`src/rtl/video_timing_pkg.sv`:
```
// Shared types and constants for the video timing controller: FSM states,
// counter widths and standard raster presets.
package video_timing_pkg;

  localparam int H_CNT_W = 12;
  localparam int V_CNT_W = 11;
  localparam int RGB_W   = 24;

  typedef enum logic {
    ST_IDLE = 1'b0,
    ST_RUN  = 1'b1
  } state_t;

  // One axis of a raster, in pixels (horizontal) or lines (vertical).
  typedef struct packed {
    int active;
    int fp;
    int sync;
    int bp;
  } timing_t;

  localparam timing_t H_640X480 = '{640, 16, 96, 48};
  localparam timing_t V_640X480 = '{480, 10, 2, 33};
  localparam bit      HS_POL_640X480 = 1'b0;
  localparam bit      VS_POL_640X480 = 1'b0;

  localparam timing_t H_800X600 = '{800, 40, 128, 88};
  localparam timing_t V_800X600 = '{600, 1, 4, 23};
  localparam bit      HS_POL_800X600 = 1'b1;
  localparam bit      VS_POL_800X600 = 1'b1;

endpackage

```
`src/rtl/video_timing_ctrl_if.sv`:
```
// Frame-source fetch and TMDS-lane drive signals of the video timing controller.
interface video_timing_ctrl_if;
  import video_timing_pkg::*;

  logic                enable;
  logic                pix_req;
  logic [H_CNT_W-1:0]  pix_x;
  logic [V_CNT_W-1:0]  pix_y;
  logic [RGB_W-1:0]    rgb_in;
  logic [7:0]          red_out;
  logic [7:0]          green_out;
  logic [7:0]          blue_out;
  logic                data_en;
  logic                hsync;
  logic                vsync;
  logic                frame_start;
  logic                running;

  modport master (
    input  enable,
    input  rgb_in,
    output pix_req,
    output pix_x,
    output pix_y,
    output red_out,
    output green_out,
    output blue_out,
    output data_en,
    output hsync,
    output vsync,
    output frame_start,
    output running
  );

  modport slave (
    output enable,
    output rgb_in,
    input  pix_req,
    input  pix_x,
    input  pix_y,
    input  red_out,
    input  green_out,
    input  blue_out,
    input  data_en,
    input  hsync,
    input  vsync,
    input  frame_start,
    input  running
  );

endinterface

```
`src/rtl/video_timing_ctrl_sig_delay.sv`:
```
// Fixed-depth shift register with a synchronous active-low reset value;
// used to line the raster flags up with pixels returning from the source.
module sig_delay #(
  parameter int                 DEPTH   = 2,
  parameter int                 WIDTH   = 3,
  parameter logic [WIDTH-1:0]   RST_VAL = '0
) (
  input  logic             clk,
  input  logic             rst,
  input  logic [WIDTH-1:0] i_d,
  output logic [WIDTH-1:0] o_q
);

  logic [WIDTH-1:0] r_sr [DEPTH];

  always_ff @(posedge clk) begin
    if (!rst) begin
      for (int i = 0; i < DEPTH; i++) r_sr[i] <= RST_VAL;
    end else begin
      r_sr[0] <= i_d;
      for (int i = 1; i < DEPTH; i++) r_sr[i] <= r_sr[i-1];
    end
  end

  assign o_q = r_sr[DEPTH-1];

endmodule

```
`src/rtl/video_timing_ctrl.sv`:
```
// Raster sequencer: H/V counters, pixel-fetch requests and TMDS lane drive
// with data, data enable and syncs aligned to the returned pixels.
module video_timing_ctrl
  import video_timing_pkg::*;
#(
  parameter int H_ACTIVE = H_640X480.active,
  parameter int H_FP     = H_640X480.fp,
  parameter int H_SYNC   = H_640X480.sync,
  parameter int H_BP     = H_640X480.bp,
  parameter int V_ACTIVE = V_640X480.active,
  parameter int V_FP     = V_640X480.fp,
  parameter int V_SYNC   = V_640X480.sync,
  parameter int V_BP     = V_640X480.bp,
  parameter bit HS_POL   = HS_POL_640X480,
  parameter bit VS_POL   = VS_POL_640X480,
  parameter int PIX_LAT  = 2
) (
  input  logic                clk,
  input  logic                rst,
  video_timing_ctrl_if.master bus
);

  localparam int H_TOTAL = H_ACTIVE + H_FP + H_SYNC + H_BP;
  localparam int V_TOTAL = V_ACTIVE + V_FP + V_SYNC + V_BP;

  // One extra bit so sync-end bounds equal to 4096/2048 still compare correctly.
  localparam int HX_W = H_CNT_W + 1;
  localparam int VX_W = V_CNT_W + 1;

  localparam logic [HX_W-1:0] H_ACT_C  = HX_W'(H_ACTIVE);
  localparam logic [HX_W-1:0] HS_BEG_C = HX_W'(H_ACTIVE + H_FP);
  localparam logic [HX_W-1:0] HS_END_C = HX_W'(H_ACTIVE + H_FP + H_SYNC);
  localparam logic [HX_W-1:0] H_LAST_C = HX_W'(H_TOTAL - 1);
  localparam logic [VX_W-1:0] V_ACT_C  = VX_W'(V_ACTIVE);
  localparam logic [VX_W-1:0] VS_BEG_C = VX_W'(V_ACTIVE + V_FP);
  localparam logic [VX_W-1:0] VS_END_C = VX_W'(V_ACTIVE + V_FP + V_SYNC);
  localparam logic [VX_W-1:0] V_LAST_C = VX_W'(V_TOTAL - 1);

  state_t               r_state;
  logic [H_CNT_W-1:0]   r_h_cnt;
  logic [V_CNT_W-1:0]   r_v_cnt;

  logic                 r_pix_req;
  logic [H_CNT_W-1:0]   r_pix_x;
  logic [V_CNT_W-1:0]   r_pix_y;
  logic                 r_hs0;
  logic                 r_vs0;
  logic                 r_frame_start;
  logic                 r_running;

  logic                 r_de;
  logic                 r_hsync;
  logic                 r_vsync;
  logic [RGB_W-1:0]     r_rgb;

  logic [HX_W-1:0]      w_h;
  logic [VX_W-1:0]      w_v;
  logic                 w_run;
  logic                 w_eol;
  logic                 w_eof;
  logic                 w_act;
  logic                 w_hs0;
  logic                 w_vs0;
  logic                 w_org;
  logic [2:0]           w_dly;

  assign w_h   = {1'b0, r_h_cnt};
  assign w_v   = {1'b0, r_v_cnt};
  assign w_run = (r_state == ST_RUN);
  assign w_eol = (w_h == H_LAST_C);
  assign w_eof = w_eol && (w_v == V_LAST_C);
  assign w_act = w_run && (w_h < H_ACT_C) && (w_v < V_ACT_C);
  assign w_hs0 = w_run && (w_h >= HS_BEG_C) && (w_h < HS_END_C);
  assign w_vs0 = w_run && (w_v >= VS_BEG_C) && (w_v < VS_END_C);
  assign w_org = w_run && (r_h_cnt == '0) && (r_v_cnt == '0);

  // Stage 0: FSM, raster counters and decoded fetch/sync flags.
  always_ff @(posedge clk) begin
    if (!rst) begin
      r_state       <= ST_IDLE;
      r_h_cnt       <= '0;
      r_v_cnt       <= '0;
      r_pix_req     <= 1'b0;
      r_pix_x       <= '0;
      r_pix_y       <= '0;
      r_hs0         <= 1'b0;
      r_vs0         <= 1'b0;
      r_frame_start <= 1'b0;
      r_running     <= 1'b0;
    end else begin
      r_pix_req     <= w_act;
      r_pix_x       <= r_h_cnt;
      r_pix_y       <= r_v_cnt;
      r_hs0         <= w_hs0;
      r_vs0         <= w_vs0;
      r_frame_start <= w_org;
      r_running     <= w_run;
      case (r_state)
        ST_IDLE: begin
          r_h_cnt <= '0;
          r_v_cnt <= '0;
          if (bus.enable) r_state <= ST_RUN;
        end
        ST_RUN: begin
          // enable is only looked at on the last pixel, so frames are never cut short.
          if (!w_eol) begin
            r_h_cnt <= r_h_cnt + 1'b1;
          end else begin
            r_h_cnt <= '0;
            if (!w_eof) begin
              r_v_cnt <= r_v_cnt + 1'b1;
            end else begin
              r_v_cnt <= '0;
              if (!bus.enable) r_state <= ST_IDLE;
            end
          end
        end
        default: r_state <= ST_IDLE;
      endcase
    end
  end

  // Stage 1..PIX_LAT: flags wait for the frame source round trip.
  sig_delay #(
    .DEPTH   (PIX_LAT),
    .WIDTH   (3),
    .RST_VAL (3'b000)
  ) u_flag_dly (
    .clk (clk),
    .rst (rst),
    .i_d ({r_pix_req, r_hs0, r_vs0}),
    .o_q (w_dly)
  );

  // Output stage: pixel capture and polarity-adjusted syncs.
  always_ff @(posedge clk) begin
    if (!rst) begin
      r_de    <= 1'b0;
      r_hsync <= ~HS_POL;
      r_vsync <= ~VS_POL;
      r_rgb   <= '0;
    end else begin
      r_de    <= w_dly[2];
      r_hsync <= w_dly[1] ? HS_POL : ~HS_POL;
      r_vsync <= w_dly[0] ? VS_POL : ~VS_POL;
      r_rgb   <= w_dly[2] ? bus.rgb_in : '0;
    end
  end

  assign bus.pix_req     = r_pix_req;
  assign bus.pix_x       = r_pix_x;
  assign bus.pix_y       = r_pix_y;
  assign bus.frame_start = r_frame_start;
  assign bus.running     = r_running;
  assign bus.data_en     = r_de;
  assign bus.hsync       = r_hsync;
  assign bus.vsync       = r_vsync;
  assign bus.red_out     = r_rgb[23:16];
  assign bus.green_out   = r_rgb[15:8];
  assign bus.blue_out    = r_rgb[7:0];

endmodule

```
`src/flat_wrapper.sv`:
```
// flat-port wrapper written by rule: the top's interface ports become plain ports
module video_timing_ctrl_flat import video_timing_pkg::*;
#(
  parameter int H_ACTIVE = H_640X480.active,
  parameter int H_FP     = H_640X480.fp,
  parameter int H_SYNC   = H_640X480.sync,
  parameter int H_BP     = H_640X480.bp,
  parameter int V_ACTIVE = V_640X480.active,
  parameter int V_FP     = V_640X480.fp,
  parameter int V_SYNC   = V_640X480.sync,
  parameter int V_BP     = V_640X480.bp,
  parameter bit HS_POL   = HS_POL_640X480,
  parameter bit VS_POL   = VS_POL_640X480,
  parameter int PIX_LAT  = 2
)
  (clk, rst, bus_enable, bus_rgb_in, bus_pix_req, bus_pix_x, bus_pix_y, bus_red_out, bus_green_out, bus_blue_out, bus_data_en, bus_hsync, bus_vsync, bus_frame_start, bus_running);
  video_timing_ctrl_if bus_i ();
  input  logic clk;
  input  logic rst;
  input wire logic [$bits(bus_i.enable)-1:0] bus_enable;
  input wire logic [$bits(bus_i.rgb_in)-1:0] bus_rgb_in;
  output wire logic [$bits(bus_i.pix_req)-1:0] bus_pix_req;
  output wire logic [$bits(bus_i.pix_x)-1:0] bus_pix_x;
  output wire logic [$bits(bus_i.pix_y)-1:0] bus_pix_y;
  output wire logic [$bits(bus_i.red_out)-1:0] bus_red_out;
  output wire logic [$bits(bus_i.green_out)-1:0] bus_green_out;
  output wire logic [$bits(bus_i.blue_out)-1:0] bus_blue_out;
  output wire logic [$bits(bus_i.data_en)-1:0] bus_data_en;
  output wire logic [$bits(bus_i.hsync)-1:0] bus_hsync;
  output wire logic [$bits(bus_i.vsync)-1:0] bus_vsync;
  output wire logic [$bits(bus_i.frame_start)-1:0] bus_frame_start;
  output wire logic [$bits(bus_i.running)-1:0] bus_running;
  assign bus_i.enable = bus_enable;
  assign bus_i.rgb_in = bus_rgb_in;
  assign bus_pix_req = bus_i.pix_req;
  assign bus_pix_x = bus_i.pix_x;
  assign bus_pix_y = bus_i.pix_y;
  assign bus_red_out = bus_i.red_out;
  assign bus_green_out = bus_i.green_out;
  assign bus_blue_out = bus_i.blue_out;
  assign bus_data_en = bus_i.data_en;
  assign bus_hsync = bus_i.hsync;
  assign bus_vsync = bus_i.vsync;
  assign bus_frame_start = bus_i.frame_start;
  assign bus_running = bus_i.running;
  video_timing_ctrl #(.H_ACTIVE(H_ACTIVE), .H_FP(H_FP), .H_SYNC(H_SYNC), .H_BP(H_BP), .V_ACTIVE(V_ACTIVE), .V_FP(V_FP), .V_SYNC(V_SYNC), .V_BP(V_BP), .HS_POL(HS_POL), .VS_POL(VS_POL), .PIX_LAT(PIX_LAT)) u_core (.clk(clk), .rst(rst), .bus(bus_i));
endmodule
```
`config.mk`:
```
export PLATFORM = sky130hd
export DESIGN_NAME = video_timing_ctrl_flat
export DESIGN_NICKNAME = d
export VERILOG_FILES = /design/src/rtl/video_timing_pkg.sv /design/src/rtl/video_timing_ctrl_if.sv /design/src/rtl/video_timing_ctrl_sig_delay.sv /design/src/rtl/video_timing_ctrl.sv /design/src/flat_wrapper.sv
export SDC_FILE = /design/constraint.sdc
export NUM_CORES = 1
export LEC_CHECK = 0
export BUFFER_PORTS_ARGS = -buffer_cell sky130_fd_sc_hd__buf_2
export CORE_MARGIN = 2
export CORE_UTILIZATION = 32
export CTS_BUF_LIST = sky130_fd_sc_hd__clkbuf_8
export CTS_CLUSTER_DIAMETER = 80
export DETAILED_ROUTE_END_ITERATION = 7
export GPL_TIMING_DRIVEN = 0
export PLACE_DENSITY = 0.62
export SYNTH_ARGS = -nofsm -noshare
export SYNTH_HDL_FRONTEND = slang
export SYNTH_HIERARCHICAL = 1
export SYNTH_SLANG_ARGS = --single-unit
```
`constraint.sdc`:
```
create_clock -name clk -period 7.19 [get_ports clk]
set_clock_uncertainty 0.2 [all_clocks]
set_input_delay 1.438 -clock clk [delete_from_list [all_inputs] [get_ports clk]]
set_output_delay 1.438 -clock clk [all_outputs]
set_load 0.005 [all_outputs]
```
[After elaboration in Yosys (flattened, before gate mapping)]
Memory sizes are Yosys's and may differ from the RTL's.
Cells that the tools add are included.
Word-level totals
  register bits after elaboration: 79
  memory bits (writable): 6
  bits of input ports: 27
  output and inout bits: 53
  logic and storage cells: 56
  memories kept: 1
Cells by class
  add/subtract/negate cells: 2
  magnitude comparators: 6
  equality and inequality tests: 3
  multiplexer cells: 15
  bitwise gates (word level): 3
  reductions and logical operators: 12
Memory list
  u_core.u_flag_dly.r_sr: depth 2, width 3, read ports 2, clocked after Yosys merged registers in 0, wr ports 2, RTL line video_timing_ctrl_sig_delay.sv:14  | logic [WIDTH-1:0] r_sr [DEPTH];
Operators by type and width (count)
  12-bit by 10-bit < comparator with 1-bit output (second input constant): 2
  12-bit one-hot mux with 2 select lines: 1
  11-bit by 9-bit < comparator with 1-bit output (second input constant): 2
  11-bit 2-to-1 mux: 2
  11-bit one-hot mux with 2 select lines: 1
  12-bit by 1-bit adder with 12-bit output (second input constant): 1
  12-bit by 10-bit == test with 1-bit output (second input constant): 1
  12-bit by 10-bit >= comparator with 1-bit output (second input constant): 1
  12-bit zero test: 1
  12-bit 2-to-1 mux: 1
  11-bit by 1-bit adder with 11-bit output (second input constant): 1
  11-bit by 10-bit == test with 1-bit output (second input constant): 1
  11-bit by 9-bit >= comparator with 1-bit output (second input constant): 1
  11-bit zero test: 1
  1-bit logical AND: 9
  1-bit 2-to-1 mux: 7
  3-bit 2-to-1 mux: 2
  2-bit inequality test (second input constant): 1
  1-bit OR: 2
  1-bit one-hot mux with 2 select lines: 1
  2-bit AND reduction: 1
  1-bit inverter: 1

[Logic depth before layout (Yosys ltp)]
Gate-level depths: netlist (run 1).
  depth after elaboration: 5
  depth in mapped cells: 7
  depth with buffers taken out: 6

[By module]
The synthesis (run 1) kept the hierarchy.
Modules (own cells, without submodules)
  video_timing_ctrl: times used 1, cells an instance 266, area an instance 2707.6 um^2, seq. area each 1581.5 um^2
  sig_delay: times used 1, cells an instance 15, area an instance 180.2 um^2, seq. area each 120.1 um^2

[Least setup slack after synthesis (run 1)]
Ideal clock, no wire load.
  path kind: in2reg
  start point: input port rst
  end point: register u_core.r_frame_start, in the netlist u_core/bus.frame_start
  setup time: 0.092 ns
  arrival time: 2.101 ns
  required time: 6.898 ns
  setup slack: 4.797 ns
  cell stages on the path: 3
  buffers on the path: 0
  cells stage by stage: nand2_1 > or4_1 > nor4_1
RTL lines
  start, declared: RTL line flat_wrapper.sv:19  | input logic rst;
  end signal, assigned: RTL line video_timing_ctrl.sv:96  | r_frame_start <= w_org;
  end, declared: RTL line video_timing_ctrl.sv:48  | logic r_frame_start;

[Final worst setup path (run 1)]
  start point: register u_core.r_h_cnt[6]
  end point: register u_core.r_v_cnt[7]
On the way
  word-level cells in the longest chain between the ends: 5
  elaborated cells between the ends (all ways): 6
  classes of those cells: 2 x eq/ne; 3 x mux; 1 x reduce/logical
Ends and longest elaborated chain
  start, declared: RTL line video_timing_ctrl.sv:40  | logic [H_CNT_W-1:0] r_h_cnt;
  start signal, assigned: RTL line video_timing_ctrl.sv:107  | r_h_cnt <= r_h_cnt + 1'b1;
  12-bit by 10-bit == test with 1-bit output *: RTL line video_timing_ctrl.sv:70  | assign w_eol = (w_h == H_LAST_C);
  1-bit logical AND: RTL line video_timing_ctrl.sv:71  | assign w_eof = w_eol && (w_v == V_LAST_C);
  11-bit 2-to-1 mux: RTL line video_timing_ctrl.sv:110  | if (!w_eof) begin
  11-bit 2-to-1 mux: RTL line video_timing_ctrl.sv:106  | if (!w_eol) begin
  11-bit one-hot mux with 2 select lines: RTL line video_timing_ctrl.sv:98  | case (r_state)
  end signal, assigned: RTL line video_timing_ctrl.sv:111  | r_v_cnt <= r_v_cnt + 1'b1;
  end, declared: RTL line video_timing_ctrl.sv:41  | logic [V_CNT_W-1:0] r_v_cnt;
Every way passes the cells marked *; elsewhere a longest branch is shown, timed or not. The select of a mux whose other input is x is not followed.
A chain may end at the register's enable or synchronous reset.

==> run summary, run 1 <==
Status = finished, final reports clean
Rows = 34
Buffers and inverters on the worst path = 1
Largest net degree at the start of global routing = 16
Post-layout min period = 2443 ps
Post-CTS setup buffers = 0
Yosys top cell by area = dfxtp_1
Top cells by count, synth = dfxtp_1, and2_1, and3_1
1st-pass router iterations = 4
Hold Slack = 232.3 ps
Slowest cell on the critical path = or4_2
Setup-failing EPs final = 0
CP Launch Type = register
IO Count = 80
Type of the worst min-delay path = register to register
Critical Path End Type = register
Setup Crit Path Kind = register to register
Number of synthesized flops with an enable pin = 0
Metal3 WL = 506 um
Power Density = 233.8 nW/um^2
Hpwl dp = 4287 um
Post-CTS Resized = 0
Vias in the first global route = 2025
Port Buffers = 79
# diodes = 0
Grt total ovfl = 0
WP data required = 7220 ps
Initial Util = 0.3311
Top cells by area, synth = dfxtp_1, and2_1, and3_1
Routed Antenna Nets = 0
Area of the multi-input gates = 1051 sq um
CTS H-Tree Depth = 3
Vias = 2191
Final hold vios = 0
Die width = 99.00 um
Area after DPL = 3418 sq um
Drc violations = 0
Nets@finish = 402
Slew headroom = 0.6694
Top-area cell type share of the netlist area = 0.5893
Syn-to-layout area delta = 25.17%
Distinct cell type count after synthesis = 34
Worst EP arrival = 2470 ps
Hold Buf Count CTS = 0
Slowest stage delay, CP = 730 ps
Tightest Pin Transition = 495.9 ps
Register area share after synthesis = 0.5893
DR WL/cell = 12.46 um
Initial antenna violation count = 0
Crit-path leading delay family = simple AND/OR/NAND/NOR gates
Share of flip-flops with an asynchronous set or reset = 0
Post-placement setup slack = 4371 ps
Fin worst setup slack = 4747 ps
Final core utilization = 0.4145
Num CTS Buffers = 9
Ys Warns = 6
Overall routed net length = 6032 um
CTS tree = built
Worst-path fanout max = 10
Global Route Usage Sum = 0.1246
Wire length on met2 = 2664 um
MaxCap Viol Count = 0
Synth Register Bits = 85
Clock buffer depth = 2
DIE AREA = 9800 sq um
Share of cells above drive strength 1 = 0.3138
Cell Area, Synth = 2888 sq um
CTS Sinks = 85
Max Clk Rate = 409.4 MHz
Period Utilization, post-route = 0.3397
Ys flop type = dfxtp_1
Core area = 8721 sq um
Clk root buf = clkbuf_8
Initial drt markers = 164
Syn nets = 312
Met1 wire length = 2760 um
Setup TNS = 0 ps
Peak supply drop = 0.00008180 V
Static Leak = 0.001650 uW
Gpl congestion = 0.8052
Max Used Layer = met4
Fillers = 835
Slew Limit Fails = 0
Count leader, synth = dfxtp_1
Mapped Cells = 281
Clk_lat worst skew = 350 ps
Global-route wire length before repair = 9722 um
Mean number of vias per cell = 4.527
Die Span Y = 99.00 um
Post-Syn Area per Cell = 10.28 sq um
CP Cell Sequence = or4_4 > or4_2 > o21ai_2 > buf_6 > a21oi_1
Clock transition at path regs = 80 ps
RSZ-0062 raised after global routing = no
Sequential cell area = 1702 sq um
Fin area = 3615 sq um
## layer usage
layer  global-route usage  up-vias
met4              0.06322        0
met1               0.1629      971
met2               0.1897       81
met5                    0        -
li1                     -     1131
met3              0.03262        8
## through the flow
step | power, uW | std cells
6_report | 845.0 | 484
4_1_cts | 856.7 | 484
3_3_place_gp | 522.1 | 468
2_1_floorplan | 505.4 | 281
3_5_place_dp | 522.6 | 468
5_1_grt | 876.8 | 484
## cell families after synthesis
kind of cell	count (synthesis)	synth area share
simple gates	135	0.2639
flops	85	0.5893
compound gates	23	0.04939
buf+inv	23	0.04679
xor+xnor	11	0.03336
fa+ha+maj	4	0.01733
## final cells by class
cell class	count	area share
buffer	16	0.03011
inverter	7	0.007269
clock inverter	7	0.02008
sequential	85	0.4708
clock buffer	9	0.03427
timing repair buffer	79	0.1094
multi-input combinational	173	0.2908
tap	108	0.03738
## report_power, final
group	total (uW)	switching [uW]	leakage [uW]	internal, uW
clock	334	172	0.0000960	162
combinational	33.1	18.0	0.000867	15.0
sequential	478	2.57	0.000687	475
## layout by cell type (no fill, tap or decap), drive strengths merged, types with 2 or more instances in the layout
cell type / synthesis / final
or3: 6 / 6
buf: 6 / 85
clkbuf: 10 / 19
dfxtp: 85 / 85
nor3: 5 / 5
nor2: 20 / 20
nand4: 4 / 4
xnor2: 9 / 9
and2: 30 / 30
nand3: 11 / 11
nor4: 5 / 5
clkinvlp: 0 / 2
xor2: 2 / 2
a21oi: 11 / 11
inv: 7 / 9
ha: 4 / 4
o21ai: 8 / 8
and3: 27 / 27
clkinv: 0 / 2
nand2: 17 / 17
o31ai: 3 / 3
or4: 6 / 6
## worst reg2reg max path, cell delays in order (launching register included)
cell	delay, ps
dfxtp_1	390
or4_4	560
or4_2	740
o21ai_2	230
buf_6	170
a21oi_1	50
## worst paths after layout
kind                                              startpoint                            to  slack [ps]  depth (start not counted)
worst max-delay path                       u_core/r_h_cnt[6]             u_core/r_v_cnt[7]        4750                          5
worst min-delay path            u_core/u_flag_dly/r_sr[0][1]  u_core/u_flag_dly/r_sr[0][4]         230                          1
worst max register to register             u_core/r_h_cnt[6]             u_core/r_v_cnt[7]        4750                          5
worst min register to register  u_core/u_flag_dly/r_sr[0][1]  u_core/u_flag_dly/r_sr[0][4]         230                          1
## sequential cells by signal, summed over array words and instances, names as in the netlist
| register | flops |
|---|---|
| u_core/bus.hsync | 1 |
| u_core/u_flag_dly/r_sr | 6 |
| u_core/r_vs0 | 1 |
| u_core/bus.running | 1 |
| u_core/bus.pix_req | 1 |
| u_core/r_h_cnt | 12 |
| u_core/r_rgb | 24 |
| u_core/r_state | 1 |
| u_core/r_v_cnt | 11 |
| u_core/bus.pix_y | 11 |
| u_core/bus.vsync | 1 |
| u_core/bus.data_en | 1 |
| u_core/r_hs0 | 1 |
| u_core/bus.frame_start | 1 |
| u_core/bus.pix_x | 12 |
Note: power is estimated with default switching activity, not from simulation.
==> run 2, diff against run 1 <==
Settings changed: PLACE_DENSITY 0.62 to 0.64.
Clock period 7.19 ns to 2 ns, I/O delays scaled along.
==> run 2 against run 1 <==
The run now ends with negative setup slack left; count of clock-buffer cells in the layout stayed put; setup slack worse by 4900 ps; global-route usage is 0.97 points higher; die area stayed put; combinational power grew to 4.6 times the previous value; critical path depth stayed put; critical endpoint is now u_core/r_v_cnt[4]; largest power group unchanged.
==> run summary, run 2 (synthesized netlist as in run 1, its figures left out) <==
Status = finished, violations left
Failing checks = negative setup slack
Initial Util = 0.3311
Rows = 34
Largest register FFs = 24
Buffers and inverters on the worst path = 1
Slowest stage delay, CP = 560 ps
Cell repeated most along the worst path = or4_4
Stages on the worst setup path = 5
Final core utilization = 0.4496
Clk root buf = clkbuf_8
Power Density = 860.0 nW/um^2
Hpwl dp = 4271 um
Global-route wire length before repair = 10520 um
Critical Path End Type = register
Most frequent cells in the layout = buf_2, dfxtp_1, and2_1
Largest Register = u_core/r_rgb
Worst R2R Path Depth = 5
Post-layout min period = 2173 ps
Initial antenna violation count = 0
Clock transition at path regs = 90 ps
Grt total ovfl = 0
Hold Crit Depth = 3
1st-pass router iterations = 5
Clk_lat worst skew = 350 ps
CTS Sinks = 85
Routed Antenna Nets = 0
Share of cells above drive strength 1 = 0.4072
Worst-path fanout max = 5
Hold Buf Count CTS = 0
Num CTS Buffers = 9
IO Count = 80
Largest net degree at the start of global routing = 17
Hold Slack = 52.05 ps
Port Buffers = 79
Slowest cell on the critical path = or4_4
Gpl congestion = 0.8544
Period Utilization, post-route = 1.086
Slew headroom = 0.7058
Max Clk Rate = 460.2 MHz
Fin area = 3921 sq um
Peak supply drop = 0.0003803 V
DR WL/cell = 13.31 um
CP Launch Type = register
Fin worst setup slack = -172.8 ps
Die Span Y = 99.00 um
CTS H-Tree Depth = 3
Type of the worst min-delay path = input pin to register
DIE AREA = 9800 sq um
Worst EP arrival = 2220 ps
Setup-failing EPs final = 23
Fillers = 825
# diodes = 0
Drc violations = 0
Global Route Usage Sum = 0.1343
Nets@finish = 414
Overall routed net length = 6602 um
Area after DPL = 3448 sq um
Static Leak = 0.001753 uW
RSZ-0062 raised after global routing = yes
Total Power = 3372 uW
WP data required = 2040 ps
Syn-to-layout area delta = 35.79%
Slew Limit Fails = 0
CP Cell Sequence = or4_4 > or4_4 > o21ai_4 > buf_6 > a21oi_2
MaxCap Viol Count = 0
Sequential cell area = 1710 sq um
Area of the multi-input gates = 1194 sq um
Crit-path leading delay family = simple AND/OR/NAND/NOR gates
Setup Crit Path Kind = register to register
Vias = 2342
Core area = 8721 sq um
Die width = 99.00 um
Tightest Pin Transition = 441.3 ps
CTS tree = built
Initial drt markers = 204
Setup TNS = -2486 ps
Mean number of vias per cell = 4.722
Vias in the first global route = 2156
Final hold vios = 0
Clock buffer depth = 2
run 2: cell types whose count changed in the layout (fill, tap and decap cells not counted), sizes merged:
cell and delta:
clkinvlp -2, buf +12, inv +1, o41a +1, bufinv +2, clkinv -1, clkbuf -1
run 2: worst paths after layout:
kind	slack (ps)	endpoint	startpoint
min	50	u_core/r_state	bus_enable
min reg2reg	230	u_core/u_flag_dly/r_sr[0][4]	u_core/u_flag_dly/r_sr[0][1]
max	-170	u_core/r_v_cnt[4]	u_core/r_h_cnt[10]
max reg2reg	-170	u_core/r_v_cnt[4]	u_core/r_h_cnt[10]
run 2: worst min-delay path: cells and delay by family:
kind                   cells  cell delay [ps]
and+or+nand+nor            2              100
buffers and inverters      1               70
run 2: stage by stage:
step / std cells / setup WS, ps
detailed placement: 468 / -294.9
global route: 496 / -210.4
finish: 496 / -172.8
global placement: 468 / -274.7
floorplan: 281 / -93.21
CTS: 496 / -167.5
run 2: layer usage:
layer  GRT usage  part of all wire
met4     0.04426             0.014
met1      0.1715              0.43
met5           0                 0
met2      0.2115              0.46
met3     0.04823             0.099
run 2: report_power, final:
group / switching, uW / internal (uW) / total (uW)
Clock: 653 / 850 / 1500
Combinational: 82.9 / 69.6 / 152
Sequential: 8.83 / 1710 / 1720
run 2: layout make-up:
cell class	instances	area share
multi-input cells	174	0.3044
inverters	7	0.006701
clock inverters	7	0.03255
well taps	108	0.03446
plain buffers	15	0.02648
repair buffers	91	0.1276
flip-flops and latches	85	0.4362
clock buffers	9	0.03159
run 2: timing repair:
action | in CTS | in global routing
pin swaps | 12 | 2
cloned | 3 | 0
gates resized for setup | 18 | 19
endpoints found under the setup margin | 21 | 23
buffers inserted | 10 | 0
==> run 3, diff against run 2 <==
Settings changed: CORE_MARGIN 2 to 4, GPL_TIMING_DRIVEN 0 to unset.
==> run 3 against run 2 <==
The run still ends with negative setup slack left; power fell by 13%; clock power down 28%; combinational power fell by 13%; hold slack better by 20 ps; cell area down 2.8%; die area is 8.2% higher; via count up 0.38%; sequential share of layout area increased by 1.2 points; critical endpoint is now u_core/r_v_cnt[9].
==> run summary, run 3 (synthesized netlist as in run 1, its figures left out) <==
Status = finished, violations left
Failing checks = negative setup slack
Mean number of vias per cell = 4.740
Routed Antenna Nets = 0
Largest net degree at the start of global routing = 58
Sequential cell area = 1707 sq um
Global-route wire length before repair = 10410 um
Syn-to-layout area delta = 31.98%
Vias in the first global route = 2185
Clock transition at path regs = 80 ps
Slew headroom = 0.6138
Psw = 705.1 uW
Initial antenna violation count = 0
Cell repeated most along the worst path = or4_4
Most frequent cells in the layout = dfxtp_1, buf_2, and2_1
Clk root buf = clkbuf_8
IO Count = 80
Slowest cell on the critical path = or4_4
R2R Path End = u_core/r_v_cnt[9]
Fin worst setup slack = -186.1 ps
Die Span Y = 103.0 um
RSZ-0062 raised after global routing = yes
R2R Path Start = u_core/r_h_cnt[6]
Rows = 34
Fillers = 833
Vias = 2351
Period Utilization, post-route = 1.093
Worst EP arrival = 2220 ps
# diodes = 0
Final core utilization = 0.4349
Area of the multi-input gates = 1162 sq um
Worst-path fanout max = 11
Sw Share = 0.2405
Peak supply drop = 0.0002519 V
DIE AREA = 10610 sq um
Setup Crit Path Kind = register to register
Hold Slack = 71.66 ps
Buffers and inverters on the worst path = 1
Clk_lat worst skew = 350 ps
WP data required = 2040 ps
Nets@finish = 414
Global Route Usage Sum = 0.1262
Tightest Pin Transition = 578.5 ps
Placed cells = 475
Crit path to = u_core/r_v_cnt[9]
Core area = 8763 sq um
Gpl congestion = 0.7728
Critical Path End Type = register
Post-placement setup slack = -189.5 ps
Final hold vios = 0
Die width = 103.0 um
CP Launch Type = register
Power Density = 769.4 nW/um^2
CP Cell Sequence = or4_4 > or4_4 > o21ai_4 > buf_12 > a21oi_1
Overall routed net length = 6589 um
Non-Filler Instances = 496
Setup-failing EPs final = 22
Stages on the worst setup path = 5
Slew Limit Fails = 0
Combinational share of power = 0.045
CTS Sinks = 85
Share of cells above drive strength 1 = 0.3943
Largest Register = u_core/r_rgb
Initial Util = 0.3295
Type of the worst min-delay path = input pin to register
Largest register FFs = 24
Post-layout min period = 2186 ps
Clock buffer depth = 2
Hold Buf Count CTS = 0
Hpwl dp = 4352 um
Clk network pwr share = 0.368
Sequential share of power = 0.587
Port Buffers = 79
CTS H-Tree Depth = 3
Crit path from = u_core/r_h_cnt[6]
DR WL/cell = 13.28 um
Pint = 2227 uW
Grt total ovfl = 0
Internal reg-to-reg setup slack = -190 ps
1st-pass router iterations = 5
CTS tree = built
Static Leak = 0.001734 uW
Worst R2R Path Depth = 5
MaxCap Viol Count = 0
Initial drt markers = 159
Drc violations = 0
Crit-path leading delay family = simple AND/OR/NAND/NOR gates
Slowest stage delay, CP = 580 ps
Max Clk Rate = 457.4 MHz
Most common cell after layout, fill and taps aside = dfxtp_1
Num CTS Buffers = 9
run 3: how the worst min path moves through the flow:
| stage | start | to | slack [ps] | cells past startpoint |
|---|---|---|---|---|
| 6_report | bus_enable | u_core/r_state | 70 | 3 |
| 5_1_grt | bus_rgb_in[0] | u_core/r_rgb[0] | 50 | 2 |
| 4_1_cts | bus_rgb_in[0] | u_core/r_rgb[0] | 60 | 2 |
| 3_5_place_dp | u_core/u_flag_dly/r_sr[0][3] | u_core/bus.vsync | 150 | 1 |
| 3_3_place_gp | u_core/u_flag_dly/r_sr[0][4] | u_core/bus.hsync | 150 | 1 |
| 2_1_floorplan | u_core/u_flag_dly/r_sr[0][1] | u_core/u_flag_dly/r_sr[0][4] | 210 | 1 |
run 3: cell type report:
class                   count  share of cell area
multi-input cells         175              0.3050
flip-flops and latches     85              0.4478
inverters                   7            0.006894
clock inverters             7             0.01313
clock buffers               9             0.03250
well taps                 108             0.03546
repair buffers            105              0.1592
run 3: per-layer routing:
layer  vias up  track usage  part of all wire
met5         -            0                 0
met3        17      0.04127              0.10
li1       1158            -                 -
met1      1072       0.1555              0.43
met4         0      0.06972             0.025
met2       104       0.1944              0.45
run 3: repair_timing:
item,4_1_cts,5_1_grt
resized for setup,8,8
gates cloned,2,0
pin swaps,2,3
buffers inserted,3,0
setup endpoints to repair,22,25
run 3: worst min-delay path: cells and delay by family:
| family | cells | cell delay [ps] |
|---|---|---|
| and+or+nand+nor | 2 | 100 |
| buffers and inverters | 1 | 90 |
run 3: stage by stage:
stage,total power [uW],setup TNS [ps],area [sq um]
final,2932,-2040,3811
after global routing,3077,-2812,3811
after floorplan,1820,-859.4,2918
after CTS,2966,-1549,3771
after global placement,1877,-1886,3518
after detailed placement,1879,-2576,3518
run 3: power by group through the flow:
stage          combinational [uW]  sequential [uW]  clock [uW]
2_1_floorplan                62.1             1760           0
3_3_place_gp                  119             1760           0
3_5_place_dp                  120             1760           0
4_1_cts                       128             1720        1120
5_1_grt                       148             1720        1200
6_report                      133             1720        1080
